<file path="src/rtl/yarp_pkg.sv">
// Shared types and defaults for the YARP fetch front end.
package yarp_pkg;

   localparam logic [31:0] RESET_PC_DEFAULT = 32'h0000_0000;
   localparam int          FETCH_QDEPTH     = 2;

   typedef enum logic [1:0] {
      FETCH_IDLE,
      FETCH_REQ,
      FETCH_WAIT
   } fetch_state_e;

   typedef struct packed {
      logic [31:0] pc;
      logic [31:0] instr;
   } fetch_entry_t;

   function automatic logic [31:0] word_align(input logic [31:0] addr);
      return {addr[31:2], 2'b00};
   endfunction

endpackage

</file>
<file path="src/rtl/yarp_fetch_queue.sv">
// Instruction buffer between fetch and decode: circular FIFO with flush.
module yarp_fetch_queue
   import yarp_pkg::*;
#(
   parameter int DEPTH = FETCH_QDEPTH
) (
   input  logic                   clk,
   input  logic                   reset,
   input  logic                   push_i,
   input  fetch_entry_t           push_data_i,
   input  logic                   pop_i,
   input  logic                   flush_i,
   output fetch_entry_t           head_o,
   output logic [$clog2(DEPTH):0] count_o,
   output logic                   full_o,
   output logic                   empty_o
);

   localparam int AW = $clog2(DEPTH);

   fetch_entry_t    mem_q [DEPTH];
   logic [AW-1:0]   wr_ptr_q, wr_ptr_d;
   logic [AW-1:0]   rd_ptr_q, rd_ptr_d;
   logic [AW:0]     count_q, count_d;
   logic            push_ok, pop_ok;

   assign empty_o = (count_q == '0);
   assign full_o  = (count_q == (AW+1)'(DEPTH));
   assign count_o = count_q;
   assign head_o  = mem_q[rd_ptr_q];

   // A push into a full queue is accepted when the head leaves in the same cycle.
   assign pop_ok  = pop_i && !empty_o && !flush_i;
   assign push_ok = push_i && !flush_i && (!full_o || pop_ok);

   always_comb begin
      wr_ptr_d = wr_ptr_q;
      rd_ptr_d = rd_ptr_q;
      count_d  = count_q;
      if (flush_i) begin
         wr_ptr_d = '0;
         rd_ptr_d = '0;
         count_d  = '0;
      end else begin
         if (push_ok) wr_ptr_d = wr_ptr_q + AW'(1);
         if (pop_ok)  rd_ptr_d = rd_ptr_q + AW'(1);
         case ({push_ok, pop_ok})
            2'b10:   count_d = count_q + (AW+1)'(1);
            2'b01:   count_d = count_q - (AW+1)'(1);
            default: count_d = count_q;
         endcase
      end
   end

   always_ff @(posedge clk) begin
      if (reset) begin
         wr_ptr_q <= '0;
         rd_ptr_q <= '0;
         count_q  <= '0;
      end else begin
         wr_ptr_q <= wr_ptr_d;
         rd_ptr_q <= rd_ptr_d;
         count_q  <= count_d;
      end
   end

   always_ff @(posedge clk) begin
      if (!reset && push_ok) mem_q[wr_ptr_q] <= push_data_i;
   end

endmodule

</file>
<file path="src/rtl/yarp_fetch_ctrl.sv">
// PC generation and single-outstanding fetch sequencing into the instruction queue.
//   state      | meaning
//   FETCH_IDLE | no request; waiting for queue credit
//   FETCH_REQ  | request driven at pc_q, held until granted
//   FETCH_WAIT | granted, waiting for the read response
module yarp_fetch_ctrl
   import yarp_pkg::*;
#(
   parameter logic [31:0] RESET_PC = RESET_PC_DEFAULT,
   parameter int          QDEPTH   = FETCH_QDEPTH
) (
   input  logic        clk,
   input  logic        reset,
   input  logic        branch_taken_i,
   input  logic [31:0] branch_target_i,
   output logic        imem_req_o,
   output logic [31:0] imem_addr_o,
   input  logic        imem_gnt_i,
   input  logic        imem_rvalid_i,
   input  logic [31:0] imem_rdata_i,
   output logic        fetch_valid_o,
   output logic [31:0] fetch_instr_o,
   output logic [31:0] fetch_pc_o,
   input  logic        fetch_ready_i,
   output logic        misalign_o
);

   fetch_state_e            state_q, state_d;
   logic [31:0]             pc_q, pc_d;
   logic                    drop_q, drop_d;
   logic                    misalign_q, misalign_d;

   fetch_entry_t            q_head, q_push_data;
   logic                    q_push, q_pop, q_full, q_empty;
   logic [$clog2(QDEPTH):0] q_count;
   logic [31:0]             occ_after;
   logic [31:0]             target_aligned;

   assign target_aligned = word_align(branch_target_i);
   assign q_pop          = fetch_ready_i && !q_empty && !branch_taken_i;
   assign q_push_data    = '{pc: pc_q, instr: imem_rdata_i};
   assign occ_after      = 32'(q_count) + 32'd1 - 32'(q_pop);

   always_comb begin
      state_d    = state_q;
      pc_d       = pc_q;
      drop_d     = drop_q;
      q_push     = 1'b0;
      misalign_d = branch_taken_i && (branch_target_i[1:0] != 2'b00);
      case (state_q)
         FETCH_IDLE: begin
            if (branch_taken_i) begin
               pc_d    = target_aligned;
               state_d = FETCH_REQ;
            end else if (!q_full) begin
               state_d = FETCH_REQ;
            end
         end
         FETCH_REQ: begin
            if (imem_gnt_i) state_d = FETCH_WAIT;
            if (branch_taken_i) begin
               pc_d   = target_aligned;
               drop_d = imem_gnt_i;
            end
         end
         FETCH_WAIT: begin
            if (branch_taken_i) begin
               pc_d = target_aligned;
               if (imem_rvalid_i) begin
                  drop_d  = 1'b0;
                  state_d = FETCH_REQ;
               end else begin
                  drop_d = 1'b1;
               end
            end else if (imem_rvalid_i) begin
               if (drop_q) begin
                  drop_d  = 1'b0;
                  state_d = FETCH_REQ;
               end else begin
                  q_push  = 1'b1;
                  pc_d    = pc_q + 32'd4;
                  state_d = (occ_after < 32'(QDEPTH)) ? FETCH_REQ : FETCH_IDLE;
               end
            end
         end
         default: state_d = FETCH_IDLE;
      endcase
   end

   always_ff @(posedge clk) begin
      if (reset) begin
         state_q    <= FETCH_IDLE;
         pc_q       <= RESET_PC;
         drop_q     <= 1'b0;
         misalign_q <= 1'b0;
      end else begin
         state_q    <= state_d;
         pc_q       <= pc_d;
         drop_q     <= drop_d;
         misalign_q <= misalign_d;
      end
   end

   yarp_fetch_queue #(.DEPTH(QDEPTH)) u_queue (
      .clk         (clk),
      .reset       (reset),
      .push_i      (q_push),
      .push_data_i (q_push_data),
      .pop_i       (q_pop),
      .flush_i     (branch_taken_i),
      .head_o      (q_head),
      .count_o     (q_count),
      .full_o      (q_full),
      .empty_o     (q_empty)
   );

   assign imem_req_o    = (state_q == FETCH_REQ);
   assign imem_addr_o   = pc_q;
   assign misalign_o    = misalign_q;
   assign fetch_valid_o = !q_empty;
   assign fetch_instr_o = q_empty ? 32'h0 : q_head.instr;
   assign fetch_pc_o    = q_empty ? 32'h0 : q_head.pc;

endmodule

</file>
<file path="config.mk">
export PLATFORM = sky130hd
export DESIGN_NAME = yarp_fetch_ctrl
export DESIGN_NICKNAME = d
export VERILOG_FILES = /design/src/rtl/yarp_pkg.sv /design/src/rtl/yarp_fetch_queue.sv /design/src/rtl/yarp_fetch_ctrl.sv
export SDC_FILE = /design/constraint.sdc
export NUM_CORES = 1
export LEC_CHECK = 0
export ABC_AREA = 1
export CAP_MARGIN = 20
export CORE_ASPECT_RATIO = 0.7
export CORE_MARGIN = 5
export CORE_UTILIZATION = 30
export CTS_CLUSTER_DIAMETER = 200
export DETAILED_ROUTE_END_ITERATION = 8
export GPL_ROUTABILITY_DRIVEN = 0
export HOLD_SLACK_MARGIN = 0.02
export MAX_ROUTING_LAYER = met4
export SLEW_MARGIN = 10
export SYNTH_ARGS = -nofsm -noshare
export SYNTH_HDL_FRONTEND = slang
export SYNTH_SLANG_ARGS = --single-unit
export TNS_END_PERCENT = 100
</file>
<file path="constraint.sdc">
create_clock -name clk -period 11.95 [get_ports clk]
set_input_delay 2.39 -clock clk [delete_from_list [all_inputs] [get_ports clk]]
set_output_delay 2.39 -clock clk [all_outputs]
set_load 0.03 [all_outputs]
</file>
Word-level counts from Yosys, hierarchy flattened
Memories as Yosys holds them, arrays and structs flattened. A register that Yosys moved wholly into a read port is not among the register bits.
Cells that the tools add are included.
{"block": "totals", "reg_bits": 40, "latch_bits": 0, "ram_bits": 128, "mem_bits_ro": 0, "out_inout_bits": 99, "wordCells": 82, "n_memories": 1}
{"memory": "u_queue.mem_q", "depth": 2, "word_bits": 64, "read_ports": 1, "rd_ports_with_merged_regs": 1, "write_ports": 1, "line": "yarp_fetch_queue.sv:21", "rtl": "fetch_entry_t mem_q [DEPTH];"}
{"block": "classes", "addsub": 7, "multipliers": 0, "div": 0, "order_cmp": 1, "eq_ne": 12, "shift": 0, "mux": 30, "n_bitwise": 0, "n_reduce_logical": 24}
{"op": "two-way mux 32 bit", "count": 6}
{"op": "case mux 32 bit (2 select lines)", "count": 1}
{"op": "adder 32 x 3 -> 32 bit, second input constant", "count": 1}
{"op": "less-than comparator 32 x 2 -> 1 bit, second input constant", "count": 1}
{"op": "two-way mux 1 bit", "count": 14}
{"op": "two-way mux 2 bit", "count": 6}
{"op": "!= test 3 bit, second input constant", "count": 3}
{"op": "logical AND 1 bit", "count": 8}
{"op": "nonzero test 2 bit", "count": 4}
{"op": "== test 2 bit, second input constant", "count": 3}
{"op": "case mux 2 bit (3 select lines)", "count": 1}
{"op": "AND reduction 3 bit", "count": 2}
{"op": "== test 2 x 1 -> 1 bit, second input constant", "count": 2}
{"op": "zero test 1 bit", "count": 4}
{"op": "zero test 2 bit", "count": 2}
{"op": "!= test 2 x 1 -> 1 bit, second input constant", "count": 2}
{"op": "!= test 2 bit, second input constant", "count": 2}
{"op": "case mux 2 bit (2 select lines)", "count": 1}
{"op": "AND reduction 4 bit", "count": 1}
{"op": "OR reduction 2 bit", "count": 2}
{"op": "subtractor 3 x 1 -> 4 bit", "count": 1}
{"op": "adder 2 x 1 -> 3 bit, second input constant", "count": 1}
{"op": "adder 1 bit, second input constant", "count": 2}
{"op": "adder 2 x 1 -> 2 bit, second input constant", "count": 1}
{"op": "3 further kinds", "count": 3}

Depth between registers and ports, before layout
{"block": "logic_depth", "ltp_word": 11, "mapped_depth": 13, "depth_no_buf": 12}

Cells and area by module
A second synthesis with hierarchy kept.
{"block": "unflattened", "cells_unflattened": 804, "area_unflattened_um2": 7912.6}
{"module": "yarp_fetch_queue", "n_inst": 1, "cells_each": 240, "area_per_inst_um2": 4903.5, "seq_area_each_um2": 3943.8}
{"module": "yarp_fetch_ctrl", "n_inst": 1, "cells_each": 564, "area_per_inst_um2": 3009.1, "seq_area_each_um2": 680.7}

Least setup slack after synthesis
OpenSTA, ideal clock, no wires.
{"block": "synth_timing", "path_type": "in2reg", "from": "in branch_taken_i", "to": "mem u_queue.mem_q[0][0] in the netlist's numbering (enable)", "setup_ns": 0.558, "arrival_ns": 7.123, "required_time_ns": 11.392, "path_slack_ns": 4.269, "cell_stages": 6, "cell_sequence": "nor2_2 inv_1 buf_2 nor2_2 inv_1 nor3_1"}
{"block": "synth_via", "elab_chain_cells": 9}
{"element": "from (decl)", "line": "yarp_fetch_ctrl.sv:14", "rtl": "input logic branch_taken_i,"}
{"element": "zero test 1 bit", "line": "yarp_fetch_queue.sv:33, yarp_fetch_queue.sv:34, yarp_fetch_ctrl.sv:40"}
{"element": "logical AND 1 bit", "line": "yarp_fetch_ctrl.sv:40", "rtl": "assign q_pop = fetch_ready_i && !q_empty && !branch_taken_i;"}
{"element": "logical AND 1 bit (2 in series)", "line": "yarp_fetch_queue.sv:33", "rtl": "assign pop_ok = pop_i && !empty_o && !flush_i;"}
{"element": "logical OR 1 bit", "line": "yarp_fetch_queue.sv:34", "rtl": "assign push_ok = push_i && !flush_i && (!full_o || pop_ok);"}
{"element": "logical AND 1 bit (*)", "line": "yarp_fetch_queue.sv:34"}
{"element": "logical AND 1 bit (*)", "line": "yarp_fetch_queue.sv:68", "rtl": "if (!reset && push_ok) mem_q[wr_ptr_q] <= push_data_i;"}
{"element": "two-way mux 1 bit (*)", "line": "yarp_fetch_queue.sv:68"}
{"element": "two-way mux 1 bit (implied by the code) (*)", "line": "yarp_fetch_queue.sv:68"}
{"element": "to (decl)", "line": "yarp_fetch_queue.sv:21"}
Every way passes the cells marked *; elsewhere a longest branch is shown, timed or not.

==> impl_metrics.toml <==
[timing]
setup_violations = 0
hold-worst-slack_ps = 476
finClkSkew_ps = 8.17
worst_pin_slew_ps = 925
headroom_to_the_max_slew_limit_pct = 38.3
part_of_the_cycle_the_worst_path_needs_pct = 44.0
rsz0062_at_grt = "no"
fmaxAchievable_ghz = 0.190
number_of_failing_hold_endpoints_at_the_final_stage = 0
min_tclk_post_route_ps = 5260
setup_tns_ps = 0
final-max-slew-violation-count = 0

[die]
num_rows = 47
io_pins = 169
die_w_um = 197
die_height_um = 141
floorplan.die_area_um2 = 27700
floorplan.initialDensity_pct = 30.7
core_region_area_um2 = 23900

[logic_synthesis]
ys_types = 31
syn_area_per_cell_um2 = 9.12
synth_enable_flop_cells = 124
ys_ff_latch = 163
main_area_contributors_after_synthesis = "edfxtp_1 (51%), nand2_1 (14%), dfxtp_1 (11%)"
yosys_warning_count = 0
synthFlopType = "edfxtp_1"
asyncSetResetFlopFracSynth_pct = 0
synth_largest_type_area_fraction_pct = 50.7
synth_most_common_cell = "nand2_1"
yosysTopAreaCell = "edfxtp_1"
netlist_top_cells_count = "nand2_1 (276), edfxtp_1 (124), a21oi_1 (100), nor2_1 (66), inv_1 (47)"
synth_seq_area_share_pct = 61.4
post_synth_inst_count = 805
mappedNetlistArea_um2 = 7340

[detailed_routing]
drcViolationCount = 0
dr.pass1.iters = 5
avgViaCountPerCell = 4.67
dr_total_vias = 6027
wl_per_cell_um = 16.6
wirelength_mm = 21.4
drt_first_iter_violations = 447
ant_nets = 0

[power_and_ir_drop]
power_switching_mw = 0.363
power_density_nw_per_um2 = 135
power.leakage_nw = 3.34
power.share.clock_pct = 39.9
combPwrFrac_pct = 10.7
cell_internal_pwr_mw = 0.966
share_seq_of_total_power_pct = 49.4
power.share.switching_pct = 27.3
ir_drop_mv = 0.108

[clock_network]
tritoncts = "done"
total_cts_buffers = 17
ctsResizeCount = 0
clockBufferDepth = 2
clkSlewWorstSetupHoldPaths_ps = 70
clk-insertion-delay-late_ps = 430
cts_hold_repair.buffers = 0
clock_sinks = 163
post_cts.repair.setup_buffers = 0
h-tree-depth = 4
clock-root-buffer = "clkbuf_16"

[setup_path]
timing.critical_path.from_type = "flop"
crit_arrival_ps = 2870
end_kind = "primary output"
r2r.worst_path.cells = 8
worst-endpoint-required_ps = 9560
cp_max_fo = 63
crit_type = "reg -> out"

[final_layout]
nNetsFinal = 1032
num_antenna_cells = 0
synthToLayoutAreaGrowth_pct = 34.2
fraction_of_final_layout_cells_sized_beyond_drive_strength_1_pct = 6.17

[hold_path]
hold_path_class = "reg -> reg"
hold_depth = 2

[run]
max-cap-violations = 0

[global_route]
grt-ovfl-total = 0
global_route_wire_length_before_repair_mm = 32.5
via_count_of_the_first_global_routing_pass = 5647
antenna_found_initial = 0
grt_start_max_net_pins = 64
grt_use_total_pct = 15.5

[placed_design]
detailed_place_hpwl_mm = 14.0
io_buffer_count = 164

[status]
run_status = "completed"
[cells in the final DEF, fill, tap and decap left out, types with 2 or more instances in the layout]
cell type,synthesis,final
nand4_1,6,6
clkdlybuf4s50_1,0,164
a21oi_1,100,100
a31oi_1,2,2
nand2_2,2,2
or2_2,5,5
nand2_1,276,276
dfxtp_1,39,38
nor2_2,5,4
inv_8,0,5
nor3_1,7,6
edfxtp_1,124,124
nor2_1,66,64
clkbuf_16,0,17
nand3_1,37,37
clkinvlp_4,0,4
inv_6,0,2
clkinv_8,0,2
ha_1,2,2
o21ai_0,22,22
conb_1,1,4
inv_1,47,47
buf_4,9,8
o21a_1,16,16
nor2_4,1,4
[per-layer routing]
metal	vias up	share of wire (%)	wire length, um	track usage, %
met2	211	41	8800	21.6
met5	-	0	0	-
li1	3004	-	-	-
met4	0	0.75	161	3.28
met3	12	7.3	1560	3.60
met1	2800	51	10900	23.1
[final timing paths]
path,startpoint,end,slack (ps)
worst max-delay path,flop,fetch_instr_o[27],6690
worst min-delay path,drop_q,drop_q,480
worst max register to register,state_q[1],u_queue.mem_q[0][54],8820
worst min register to register,drop_q,drop_q,480
[per-stage QoR]
step                      total power [mW]  cells  util (%)  setup WS [ps]  cell area (um2)
after detailed placement             0.809   1259      38.9           6390             9280
final                                 1.33   1291      41.3           6690             9850
after floorplan                      0.737    808         -           4270             7350
after global routing                  1.38   1291      41.3           6450             9850
after CTS                             1.34   1291      41.3           6570             9850
after global placement               0.809   1259      38.9           6480             9280
[final cells by class]
| cell class | count | area (um2) |
|---|---|---|
| inverters | 49 | 186 |
| well taps | 318 | 398 |
| flip-flops and latches | 163 | 4510 |
| clock buffers | 18 | 429 |
| repair buffers | 172 | 1700 |
| fillers | 2385 | 14000 |
| clock inverters | 14 | 145 |
| multi-input cells | 557 | 2480 |
[critical path: stages (launching register included)]
cell and delay [ps]:
dfxtp_2 310, buf_4 310, inv_2 110, buf_4 560
nand2_1 110, a21oi_1 230, clkdlybuf4s50_1 720
[kinds of logic (layout without fill, tap and decap cells)]
kind of cell               Yosys count  after routing  share of synthesized area (%)
AOI/OAI and AO/OA                  144            144                           10.6
xor gates and xnor gates             2              2                          0.239
adders and majority gates            2              2                          0.341
buffers and inverters               88            253                           5.28
DFF                                163            163                           61.4
other                                1              4                         0.0511
and+or+nand+nor                    405            405                           22.2
[flip-flops by register name (all words and copies together), names as in the netlist, named ones only]
| signal | cells |
|---|---|
| u_queue.rd_ptr_q | 1 |
| u_queue.wr_ptr_q | 1 |
| u_queue.mem_q | 124 |
| state_q | 2 |
| u_queue.count_o | 2 |
| drop_q | 1 |
| imem_addr_o | 30 |
| misalign_o | 1 |
[power by group through the flow]
stage          clock network (mW)  registers, mW  logic (mW)
2_1_floorplan                   0          0.675      0.0617
3_3_place_gp                    0          0.668       0.141
3_5_place_dp                    0          0.668       0.142
4_1_cts                     0.546          0.655       0.143
5_1_grt                     0.570          0.658       0.154
6_report                    0.530          0.655       0.143
Note: power is estimated with default switching activity, not from simulation.
